**src/rtl/extram_bridge_if.sv**
```systemverilog
// extram_bridge_if: CPU external-RAM port bundle.
// master = CPU side, slave = bridge side.
interface extram_bridge_if #(
  parameter int ADDR_W = 16,
  parameter int DATA_W = 32
);
  logic [ADDR_W-1:0]   extram_a;
  logic [DATA_W-1:0]   extram_d_out;
  logic                extram_cs;
  logic                extram_oe;
  logic [DATA_W/8-1:0] extram_wstrb;
  logic [DATA_W-1:0]   extram_d_in;
  logic                extram_ready;

  modport master (
    output extram_a, extram_d_out, extram_cs,
    output extram_oe, extram_wstrb,
    input  extram_d_in, extram_ready
  );

  modport slave (
    input  extram_a, extram_d_out, extram_cs,
    input  extram_oe, extram_wstrb,
    output extram_d_in, extram_ready
  );
endinterface

```
**src/rtl/extram_bridge.sv**
```systemverilog
// extram_bridge: CPU extram port to NUM_SLAVES mapped peripherals.
// Optional WAIT abort with sticky bus_err: define EXTRAM_BRIDGE_TIMEOUT_EN.
module extram_bridge #(
  parameter int NUM_SLAVES  = 4,
  parameter int ADDR_W      = 16,
  parameter int DATA_W      = 32,
  parameter int SEL_LSB     = 11,
  parameter int TIMEOUT     = 255,
  parameter int SYNC_STAGES = 2
) (
  input  logic                     clk,
  input  logic                     reset_,
  extram_bridge_if.slave           cpu,
  output logic [NUM_SLAVES-1:0]    slv_cs,
  output logic [ADDR_W-1:0]        slv_a,
  output logic [DATA_W-1:0]        slv_d_out,
  output logic                     slv_oe,
  output logic [DATA_W/8-1:0]      slv_wstrb,
  input  logic [NUM_SLAVES*DATA_W-1:0] slv_d_in,
  input  logic [NUM_SLAVES-1:0]    slv_wait,
  input  logic [NUM_SLAVES-1:0]    slv_irq,
  output logic [NUM_SLAVES-1:0]    irq_out,
  output logic                     bus_err,
  input  logic                     bus_err_clr
);
  localparam int SEL_W = (NUM_SLAVES > 1) ? $clog2(NUM_SLAVES) : 1;

  typedef enum logic [1:0] {IDLE, ACCESS, WAIT, DONE} state_t;

  state_t            state, state_nx;
  logic [SEL_W-1:0]  idx, idx_q;
  logic              mapped, cap, fin, abort, cnt_hit;
  logic [DATA_W-1:0] rd_data, d_in_q;
  logic              wt, ready_q;

  assign idx    = cpu.extram_a[SEL_LSB +: SEL_W];
  assign mapped = {1'b0, idx} < (SEL_W+1)'(NUM_SLAVES);

  // Only the captured slave's wait and data are visible.
  always_comb begin
    rd_data = '0;
    wt      = 1'b0;
    for (int k = 0; k < NUM_SLAVES; k++) begin
      if (idx_q == SEL_W'(k)) begin
        rd_data = slv_d_in[k*DATA_W +: DATA_W];
        wt      = slv_wait[k];
      end
    end
  end

  always_ff @(posedge clk or negedge reset_) begin
    if (!reset_) state <= IDLE;
    else         state <= state_nx;
  end

  always_comb begin
    state_nx = state;
    cap      = 1'b0;
    fin      = 1'b0;
    abort    = 1'b0;
    unique case (state)
      IDLE: begin
        if (cpu.extram_cs) begin
          cap      = 1'b1;
          state_nx = mapped ? ACCESS : DONE;
        end
      end
      ACCESS: state_nx = WAIT;
      WAIT: begin
        if (!wt) begin
          fin      = 1'b1;
          state_nx = DONE;
        end else if (cnt_hit) begin
          abort    = 1'b1;
          state_nx = DONE;
        end
      end
      DONE: if (!cpu.extram_cs) state_nx = IDLE;
      default: state_nx = IDLE;
    endcase
  end

  always_ff @(posedge clk or negedge reset_) begin
    if (!reset_) begin
      slv_cs    <= '0;
      slv_a     <= '0;
      slv_d_out <= '0;
      slv_oe    <= 1'b0;
      slv_wstrb <= '0;
      idx_q     <= '0;
      d_in_q    <= '0;
      ready_q   <= 1'b0;
    end else begin
      slv_cs  <= '0;
      ready_q <= 1'b0;
      if (cap) begin
        slv_a     <= cpu.extram_a;
        slv_d_out <= cpu.extram_d_out;
        slv_oe    <= cpu.extram_oe;
        slv_wstrb <= cpu.extram_wstrb;
        idx_q     <= idx;
        if (mapped) begin
          slv_cs <= NUM_SLAVES'(1) << idx;
        end else begin
          d_in_q  <= '0;
          ready_q <= 1'b1;
        end
      end
      if (fin) begin
        ready_q <= 1'b1;
        if (slv_oe) d_in_q <= rd_data;
      end
      if (abort) begin
        ready_q <= 1'b1;
        d_in_q  <= '1;
      end
    end
  end

  assign cpu.extram_d_in  = d_in_q;
  assign cpu.extram_ready = ready_q;

  logic [NUM_SLAVES-1:0] sync_q [SYNC_STAGES];

  always_ff @(posedge clk or negedge reset_) begin
    if (!reset_) begin
      for (int i = 0; i < SYNC_STAGES; i++) sync_q[i] <= '0;
    end else begin
      sync_q[0] <= slv_irq;
      for (int i = 1; i < SYNC_STAGES; i++) sync_q[i] <= sync_q[i-1];
    end
  end

  assign irq_out = sync_q[SYNC_STAGES-1];

`ifdef EXTRAM_BRIDGE_TIMEOUT_EN
  localparam int CW = $clog2(TIMEOUT + 1);

  logic [CW-1:0] cnt;
  logic          err_q;

  // Abort fires as the TIMEOUT-th waiting cycle ends.
  assign cnt_hit = (cnt == CW'(TIMEOUT - 1));

  always_ff @(posedge clk or negedge reset_) begin
    if (!reset_) begin
      cnt   <= '0;
      err_q <= 1'b0;
    end else begin
      if (state == ACCESS)          cnt <= '0;
      else if (state == WAIT && wt) cnt <= cnt + CW'(1);
      if (abort)            err_q <= 1'b1;
      else if (bus_err_clr) err_q <= 1'b0;
    end
  end

  assign bus_err = err_q;
`else
  localparam int unused_tmo = TIMEOUT;
  logic unused_clr;

  assign unused_clr = bus_err_clr;
  assign cnt_hit    = 1'b0;
  assign bus_err    = 1'b0;
`endif
endmodule

```
**src/flat_wrapper.sv**
```systemverilog
// flat-port wrapper written by rule: the top's interface ports become plain ports
module extram_bridge_flat 
#(
  parameter int NUM_SLAVES  = 4,
  parameter int ADDR_W      = 16,
  parameter int DATA_W      = 32,
  parameter int SEL_LSB     = 11,
  parameter int TIMEOUT     = 255,
  parameter int SYNC_STAGES = 2
)
  (clk, reset_, slv_cs, slv_a, slv_d_out, slv_oe, slv_wstrb, slv_d_in, slv_wait, slv_irq, irq_out, bus_err, bus_err_clr, cpu_extram_a, cpu_extram_d_out, cpu_extram_cs, cpu_extram_oe, cpu_extram_wstrb, cpu_extram_d_in, cpu_extram_ready);
  extram_bridge_if #(.ADDR_W(ADDR_W), .DATA_W(DATA_W)) cpu_i ();
  input  logic clk;
  input  logic reset_;
  output logic [NUM_SLAVES-1:0] slv_cs;
  output logic [ADDR_W-1:0] slv_a;
  output logic [DATA_W-1:0] slv_d_out;
  output logic slv_oe;
  output logic [DATA_W/8-1:0] slv_wstrb;
  input  logic [NUM_SLAVES*DATA_W-1:0] slv_d_in;
  input  logic [NUM_SLAVES-1:0] slv_wait;
  input  logic [NUM_SLAVES-1:0] slv_irq;
  output logic [NUM_SLAVES-1:0] irq_out;
  output logic bus_err;
  input  logic bus_err_clr;
  input wire logic [$bits(cpu_i.extram_a)-1:0] cpu_extram_a;
  input wire logic [$bits(cpu_i.extram_d_out)-1:0] cpu_extram_d_out;
  input wire logic [$bits(cpu_i.extram_cs)-1:0] cpu_extram_cs;
  input wire logic [$bits(cpu_i.extram_oe)-1:0] cpu_extram_oe;
  input wire logic [$bits(cpu_i.extram_wstrb)-1:0] cpu_extram_wstrb;
  output wire logic [$bits(cpu_i.extram_d_in)-1:0] cpu_extram_d_in;
  output wire logic [$bits(cpu_i.extram_ready)-1:0] cpu_extram_ready;
  assign cpu_i.extram_a = cpu_extram_a;
  assign cpu_i.extram_d_out = cpu_extram_d_out;
  assign cpu_i.extram_cs = cpu_extram_cs;
  assign cpu_i.extram_oe = cpu_extram_oe;
  assign cpu_i.extram_wstrb = cpu_extram_wstrb;
  assign cpu_extram_d_in = cpu_i.extram_d_in;
  assign cpu_extram_ready = cpu_i.extram_ready;
  extram_bridge #(.NUM_SLAVES(NUM_SLAVES), .ADDR_W(ADDR_W), .DATA_W(DATA_W), .SEL_LSB(SEL_LSB), .TIMEOUT(TIMEOUT), .SYNC_STAGES(SYNC_STAGES)) u_core (.clk(clk), .reset_(reset_), .cpu(cpu_i), .slv_cs(slv_cs), .slv_a(slv_a), .slv_d_out(slv_d_out), .slv_oe(slv_oe), .slv_wstrb(slv_wstrb), .slv_d_in(slv_d_in), .slv_wait(slv_wait), .slv_irq(slv_irq), .irq_out(irq_out), .bus_err(bus_err), .bus_err_clr(bus_err_clr));
endmodule
```
**config.mk**
```make
export PLATFORM = sky130hd
export DESIGN_NAME = extram_bridge_flat
export DESIGN_NICKNAME = d
export VERILOG_FILES = /design/src/rtl/extram_bridge_if.sv /design/src/rtl/extram_bridge.sv /design/src/flat_wrapper.sv
export SDC_FILE = /design/constraint.sdc
export NUM_CORES = 1
export LEC_CHECK = 0
export ABC_AREA = 1
export CORE_MARGIN = 2
export CORE_UTILIZATION = 37
export CTS_BUF_LIST = sky130_fd_sc_hd__clkbuf_16
export CTS_CLUSTER_DIAMETER = 150
export DETAILED_ROUTE_END_ITERATION = 7
export PLACE_DENSITY = 0.81
export SKIP_CTS_REPAIR_TIMING = 1
export SLEW_MARGIN = 20
export SYNTH_ARGS = -nofsm -noshare
export SYNTH_HDL_FRONTEND = slang
export SYNTH_SLANG_ARGS = --single-unit
```
**constraint.sdc**
```tcl
create_clock -name clk -period 1.9 [get_ports clk]
set_input_delay 0.38 -clock clk [delete_from_list [all_inputs] [get_ports clk]]
set_output_delay 0.38 -clock clk [all_outputs]
set_load 0.01 [all_outputs]
```
Yosys cells after proc, flatten, opt, wreduce, memory -nomap -nowiden
Index checks and enable logic that the tools add are counted.

Register bits: 102. Output and inout port bits: 95. Logic and storage cells: 43.

Equal/unequal tests: 9. Shifts and indexed selects: 1. Mux-type cells: 18. Reduce and logical (&&, ||, !) cells: 4.

Operator list (number): 32-bit two-way mux (4); 1-bit two-way mux (9); 2-bit == test, second input constant (4); 2-bit case mux with 4 select lines (1); 2-bit two-way mux (3); 2-bit != test, second input constant (3); 2-bit by 1-bit == test with 1-bit output, second input constant (2); 2-bit logical NOT (2); 4-bit two-way mux (1); 1-bit by 2-bit left shift with 4-bit output, first input constant (1); 3-bit AND reduction (1); 2-bit AND reduction (1).

Logic depth before layout (Yosys ltp)
Gate-level depths: netlist of the first run.

Depth in word-level cells: 8. Mapped depth: 9.

Worst setup path before layout of the first run
OpenSTA, ideal clock, no wires.

Kind: reg2reg. Start: reg u_core.state[0]. End: reg u_core.slv_d_out[10]. Setup time: 66 ps. Arrival: 1375 ps. Required time: 1834 ps. Slack: 460 ps. Stages on the path, launching flop included: 9. Buffers on the path: 2. Period minus slack after synthesis: 1440 ps. Path through: dfrtp_1 -> inv_1 -> ha_1 -> nand2_1 -> inv_1 -> buf_2 -> clkbuf_1 -> nand2_1 -> nand2_1.

Longest elaborated chain between the ends: 2.

RTL lines: start, declared (line extram_bridge.sv:30) `state_t state, state_nx;`; start signal, assigned (line extram_bridge.sv:53) `else state <= state_nx;`; 2-bit logical NOT (line extram_bridge.sv:61) `unique case (state)`; 1-bit two-way mux (line extram_bridge.sv:61); end signal, assigned (line extram_bridge.sv:98) `slv_d_out <= cpu.extram_d_out;`; end, declared (line extram_bridge.sv:16) `output logic [DATA_W-1:0] slv_d_out,`.

Every way passes these cells. A chain may end at the register's enable or synchronous reset.

Worst setup path after layout of the first run
Start: reg u_core.slv_a[12]. End: out slv_a[12].

RTL lines: start, declared (line extram_bridge.sv:15) `output logic [ADDR_W-1:0] slv_a,`; start signal, assigned (line extram_bridge.sv:97) `slv_a <= cpu.extram_a;`; end, declared (line flat_wrapper.sv:16) `output logic [ADDR_W-1:0] slv_a;`.

No word-level cell between the ends.

==> Flow_metrics.wiki, run 1 <==
{| class="wikitable"
! Metric !! Value
|-
| Max Clock Skew || 0.00742 ns
|-
| CTS tree || yes
|-
| Outcome || completed
|-
| Final HPWL DP || 11.4 mm
|-
| Fraction of final layout cells sized beyond drive strength 1 || 0.0458
|-
| Gr ovfl total || 0
|-
| RePlAce Congestion || roughly 0.88
|-
| TNS Setup || 0 ns
|-
| Upper clock frequency limit || 552 MHz
|-
| Number of fill cells in the layout || 1,020
|-
| Growth of design area from synthesis to finish || 73.7%
|-
| Starting DRC count in detailed routing || 241
|-
| Setup crit end kind || output port
|-
| Final period demand of the worst path || 1.81 ns
|-
| Warning count from the yosys run || 0
|-
| Leakage Power || 3.73 nW
|-
| Worst path arrival time || approximately 1.4 ns
|-
| Cell chain of the critical path || clkdlybuf4s50_1
|-
| Number of buffers on the longest clock path || 2
|-
| Fin nets || 1,064
|-
| Total track usage || 0.223
|-
| Crit path kind || flop to output port
|-
| Synth top area share || 0.552
|-
| Final antenna-violating net count || 0
|-
| I/O pin count || 288
|-
| Synthesized net count || 786
|-
| Fin. Hold Viols || 0
|-
| Commonest non-fill, non-tap cells in the layout || sky130_fd_sc_hd__nand2_1, sky130_fd_sc_hd__clkdlybuf4s50_1, sky130_fd_sc_hd__dfrtp_1, sky130_fd_sc_hd__nand4_1, sky130_fd_sc_hd__buf_4
|-
| P_sw || 3.93 mW
|-
| Highest ir drop seen on vdd || 0.991 mV
|-
| Wire length per cell after detailed routing || 14.4 microns
|-
| Vertical die dimension || about 110 microns
|-
| Kind of cell adding the most delay to the critical path || buffers and inverters
|-
| Largest net degree at the start of global routing || 41
|-
| Hold crit path type || flop to flop
|-
| Antenna Diode Count || 0
|-
| Clock share of power || 0.179
|-
| Netlist Area Pre-Place || 4540 sq um
|-
| Initial core utilization || 0.378
|-
| Total power of the final layout || 10.7 mW
|-
| Initial antenna violation count || 0
|-
| Utilization of the core after routing || 0.656
|-
| Worst slack on hold paths || 0.348 ns
|-
| Deepest level of the CTS H-tree || 3
|-
| Number of instances in the synthesized netlist || 590
|-
| Crit path largest cell delay || 0.62 ns
|-
| Top cell type by total area after synthesis || sky130_fd_sc_hd__dfrtp_1
|-
| Worst-skew pair later-pin latency || 0.33 ns
|-
| Global-route wire length before repair || ~23 mm
|-
| Site row count || 40
|-
| Number of library cell types mapped by synthesis || 19
|-
| First-pass iteration count of the detailed router || 7
|-
| RSZ-0062 raised after global routing || no
|-
| Final worst-path cycle share || 0.953
|-
| Total setup violations reported at the end of the flow || 0
|-
| Multi-input logic area || ~1800 sq um
|-
| Placeable core region || 12,000 sq um
|-
| Pwr/cell area || 1360 nW/um^2
|-
| Maximum fanout along the worst path || 6
|-
| Vias in the first global route || between 4,000 and 5,000
|-
| Sequential element share of the synthesized area || 0.552
|-
| WP buf/inv || 1
|-
| Data required time at the worst endpoint || 1.52 ns
|-
| Vias per std cell || 4.67
|-
| Part of the power in combinational logic || 0.495
|-
| Switching portion of total power || 0.367
|-
| CTS root buf || sky130_fd_sc_hd__clkbuf_16
|-
| Mean instance size in the synthesized netlist || 7.69 sq um
|-
| Commonest non-fill, non-tap cell in the layout || sky130_fd_sc_hd__nand2_1
|-
| Number of slew-limit violations in the final report || 0
|-
| Die Outline Area || 13,200 sq um
|-
| Number of max-capacitance violations reported || 0
|-
| Via count || 4,761
|-
| FF/Latch Area || 2500 sq um
|-
| Total wire length after detailed routing || 14.7 mm
|-
| Flip-flop and latch count after synthesis || 100
|-
| Die outline width || 115 microns
|-
| Sequential cell fraction of total power || 0.326
|-
| Reg2reg setup slack || 0.36 ns
|-
| Top cells by area in the synthesized netlist || sky130_fd_sc_hd__dfrtp_1, sky130_fd_sc_hd__nand2_1, sky130_fd_sc_hd__nand4_1
|-
| Design internal power || 6.78 mW
|-
| Post-CTS clock slew at the launch and capture registers of the worst setup and hold paths || 0.07 ns
|-
| Cts bufs inserted || 9
|-
| Port Buffers || ~290
|-
| DRC || 0
|-
| Slowest cell on the critical path || sky130_fd_sc_hd__clkdlybuf4s50_1
|-
| Number of clock sinks || 100
|-
| Startpoint Class || flop
|}
-- synth_stat cells (all sizes together) --
cell,n
nand2,392
dfrtp,100
nand4,33
buf,21
clkbuf,13
inv,10
nor2,7
nand3,4
ha,3
o21ai,3
conb,1
mux2i,1
nor3,1
or2,1
-- cell type report --
| cell class | instances | area share |
|---|---|---|
| clock buffer | 9 | 0.0286 |
| multi-input combinational | 446 | 0.232 |
| sequential | 100 | 0.318 |
| tap | 147 | 0.0233 |
| inverter | 10 | 0.00476 |
| timing repair buffer | 301 | 0.382 |
| clock inverter | 7 | 0.0116 |
-- through the flow --
| step | std cells | cell area, sq um | setup WS (ns) |
|---|---|---|---|
| floorplan | 590 | 4540 | 0.460 |
| global placement | 1003 | 7550 | 0.190 |
| detailed placement | 1003 | 7550 | 0.152 |
| CTS | 1019 | 7870 | 0.0514 |
| global route | 1020 | 7880 | 0.0157 |
| finish | 1020 | 7880 | 0.0895 |
-- state kept, by name, summed over array words and instances, names as in the netlist --
register                 count
u_core.slv_d_out            32
u_core.irq_out               4
u_core.cpu.extram_d_in      32
u_core.cpu.extram_ready      1
u_core.sync_q                4
u_core.slv_wstrb             4
u_core.slv_a                15
u_core.slv_cs                4
u_core.slv_oe                1
u_core.state                 2
u_core.idx_q                 1
-- cells by family after synthesis --
family	count (synthesis)	synth area share
and+or+nand+nor	438	0.387
buffers and inverters	44	0.0466
other	1	0.000827
muxes	1	0.00221
adders and majority gates	3	0.00828
AOI/OAI and AO/OA	3	0.00331
DFF	100	0.552
-- path summary, 6_finish.rpt --
kind	startpoint	depth (start not counted)	end
max	u_core.slv_a[12]	1	slv_a[12]
min	u_core.sync_q[4]	0	u_core.irq_out[0]
max reg2reg	u_core.state[0]	7	u_core.slv_a[12]
min reg2reg	u_core.sync_q[4]	0	u_core.irq_out[0]
max in group asynchronous	reset_	3	u_core.slv_d_out[30]
min in group asynchronous	reset_	2	u_core.slv_a[6]
-- power groups by stage --
stage               registers [mW]  logic [mW]  clock network (mW)
floorplan                     3.87        2.12                   0
global placement              3.49        5.25                   0
detailed placement            3.50        5.36                   0
CTS                           3.49        5.38                1.97
global route                  3.60        5.84                2.07
finish                        3.49        5.30                1.92
-- routing by layer --
metal	vias up	part of all wire	GRT usage
met5	-	0	0
met4	0	0.028	0.0779
met3	34	0.083	0.0768
met2	179	0.50	0.389
met1	2169	0.39	0.256
li1	2379	-	-
(Power assumes the default switching activity.)
==> run 2, diff against run 1 <==
- SKIP_CTS_REPAIR_TIMING: 1 -> not set
==> Flow_metrics.wiki, run 2 (synthesized netlist as in run 1, its figures left out) <==
{| class="wikitable"
! Metric !! Value
|-
| Worst-skew pair later-pin latency || between 0.3 and 0.4 ns
|-
| Leakage Power || 3.73 nW
|-
| Number of buffers on the longest clock path || 2
|-
| Number of slew-limit violations in the final report || 0
|-
| Commonest non-fill, non-tap cells in the layout || sky130_fd_sc_hd__nand2_1, sky130_fd_sc_hd__clkdlybuf4s50_1, sky130_fd_sc_hd__dfrtp_1, sky130_fd_sc_hd__nand4_1, sky130_fd_sc_hd__buf_4
|-
| TNS Setup || 0 ns
|-
| Worst slack on hold paths || 0.349 ns
|-
| Gr ovfl total || 0
|-
| Total setup violations reported at the end of the flow || 0
|-
| Port Buffers || 285
|-
| Data required time at the worst endpoint || approximately 1.5 ns
|-
| First-pass iteration count of the detailed router || 6
|-
| Pre-CTS worst setup slack || 0.152 ns
|-
| Utilization of the core after routing || 0.656
|-
| Worst path arrival time || 1.43 ns
|-
| Kind of cell adding the most delay to the critical path || buffers and inverters
|-
| Total power of the final layout || 10.7 mW
|-
| Fraction of final layout cells sized beyond drive strength 1 || 0.0458
|-
| Cell area after layout || 7880 sq um
|-
| Wire length per cell after detailed routing || 14.4 microns
|-
| Fin nets || 1,064
|-
| Setup Fix Bufs, Post-CTS || 0
|-
| RSZ-0062 raised after global routing || no
|-
| Outcome || completed
|-
| Post-CTS clock slew at the launch and capture registers of the worst setup and hold paths || 0.07 ns
|-
| Via count || 4,757
|-
| WP buf/inv || 1
|-
| Highest ir drop seen on vdd || between 0.9 and 1 mV
|-
| Placeable core region || 12,000 sq um
|-
| Number of fill cells in the layout || slightly above 1,000
|-
| Growth of design area from synthesis to finish || 73.7%
|-
| Antenna Diode Count || 0
|-
| Inst Count DP || 1,003
|-
| Cts bufs inserted || 9
|-
| Number of clock sinks || 100
|-
| Total track usage || 0.223
|-
| Initial core utilization || 0.378
|-
| Upper clock frequency limit || 552 MHz
|-
| DRC || 0
|-
| Vias per std cell || 4.66
|-
| Vias in the first global route || 4,720
|-
| CTS tree || yes
|-
| Multi-input logic area || ~1800 sq um
|-
| FF/Latch Area || 2500 sq um
|-
| Fin. Hold Viols || 0
|-
| Hold crit path type || flop to flop
|-
| Slack of the critical path || 0.0896 ns
|-
| Final antenna-violating net count || 0
|-
| Max Clock Skew || between 0.007 and 0.008 ns
|-
| Final std cells w/o fill || about 1,000
|-
| Site row count || 40
|-
| Crit path kind || flop to output port
|-
| Starting DRC count in detailed routing || 249
|-
| Commonest non-fill, non-tap cell in the layout || sky130_fd_sc_hd__nand2_1
|-
| Die outline width || 115 microns
|-
| Die Outline Area || 13,200 sq um
|-
| I/O pin count || approximately 290
|-
| Total wire length after detailed routing || between 10 and 15 mm
|-
| Maximum fanout along the worst path || 6
|-
| Startpoint Class || flop
|-
| Vertical die dimension || roughly 110 microns
|-
| Pwr/cell area || 1360 nW/um^2
|-
| Instance area after placement || 7550 sq um
|-
| Final worst-path cycle share || 0.953
|-
| Initial antenna violation count || 0
|-
| Number of max-capacitance violations reported || 0
|-
| RePlAce Congestion || 0.878
|-
| Global-route wire length before repair || 23.0 mm
|-
| Final HPWL DP || 11.4 mm
|-
| Cell chain of the critical path || clkdlybuf4s50_1
|-
| Crit path largest cell delay || 0.62 ns
|-
| Deepest level of the CTS H-tree || 3
|-
| CTS root buf || sky130_fd_sc_hd__clkbuf_16
|-
| Slowest cell on the critical path || sky130_fd_sc_hd__clkdlybuf4s50_1
|-
| Final period demand of the worst path || 1.81 ns
|-
| Largest net degree at the start of global routing || 41
|-
| Setup crit end kind || output port
|}
[run 2: cell counts in the layout (fill, tap and decap cells not counted)]
No cell type changed its count.
[run 2: where the power goes]
group / internal (mW) / total (mW) / switching [mW] / leakage (nW)
Clock: 1.15 / 1.92 / 0.769 / 0.155
Combinational: 2.63 / 5.30 / 2.67 / 2.32
Sequential: 2.99 / 3.49 / 0.492 / 1.25
[run 2: what timing repair did]
item	CTS	global route
hold buffers	1	0
hold endpoints to repair	27	0
endpoints found under the setup margin	0	1
gates resized for setup	0	1
[run 2: per-layer routing]
| metal | track usage | up-vias | share of wire |
|---|---|---|---|
| met3 | 0.0768 | 34 | 0.084 |
| met5 | 0 | - | 0 |
| met1 | 0.256 | 2170 | 0.39 |
| li1 | - | 2380 | - |
| met4 | 0.0779 | 0 | 0.028 |
| met2 | 0.389 | 173 | 0.49 |
[run 2: path summary, 6_finish.rpt]
kind	start	to	slack [ns]	cells after the start
max	u_core.slv_a[12]	slv_a[12]	0.09	1
min	u_core.sync_q[4]	u_core.irq_out[0]	0.35	0
max reg2reg	u_core.state[0]	u_core.slv_a[12]	0.36	7
min reg2reg	u_core.sync_q[4]	u_core.irq_out[0]	0.35	0
max in group asynchronous	reset_	u_core.slv_d_out[30]	0.83	3
min in group asynchronous	reset_	u_core.slv_a[6]	0.52	2
[run 2: final cells by class]
cell class              count  share of cell area
clock buffers               9              0.0286
inverters                  10             0.00476
multi-input cells         446               0.232
well taps                 147              0.0233
repair buffers            301               0.382
flip-flops and latches    100               0.318
clock inverters             7              0.0116
[run 2: worst reg2reg max path, cell delays in order, from the launching register on]
cell and delay [ns]:
sky130_fd_sc_hd__dfrtp_1 0.40, sky130_fd_sc_hd__inv_1 0.10, sky130_fd_sc_hd__ha_1 0.20, sky130_fd_sc_hd__nand2_1 0.13, sky130_fd_sc_hd__inv_1 0.10, sky130_fd_sc_hd__buf_4 0.28
sky130_fd_sc_hd__nand2_1 0.13, sky130_fd_sc_hd__o21ai_0 0.11
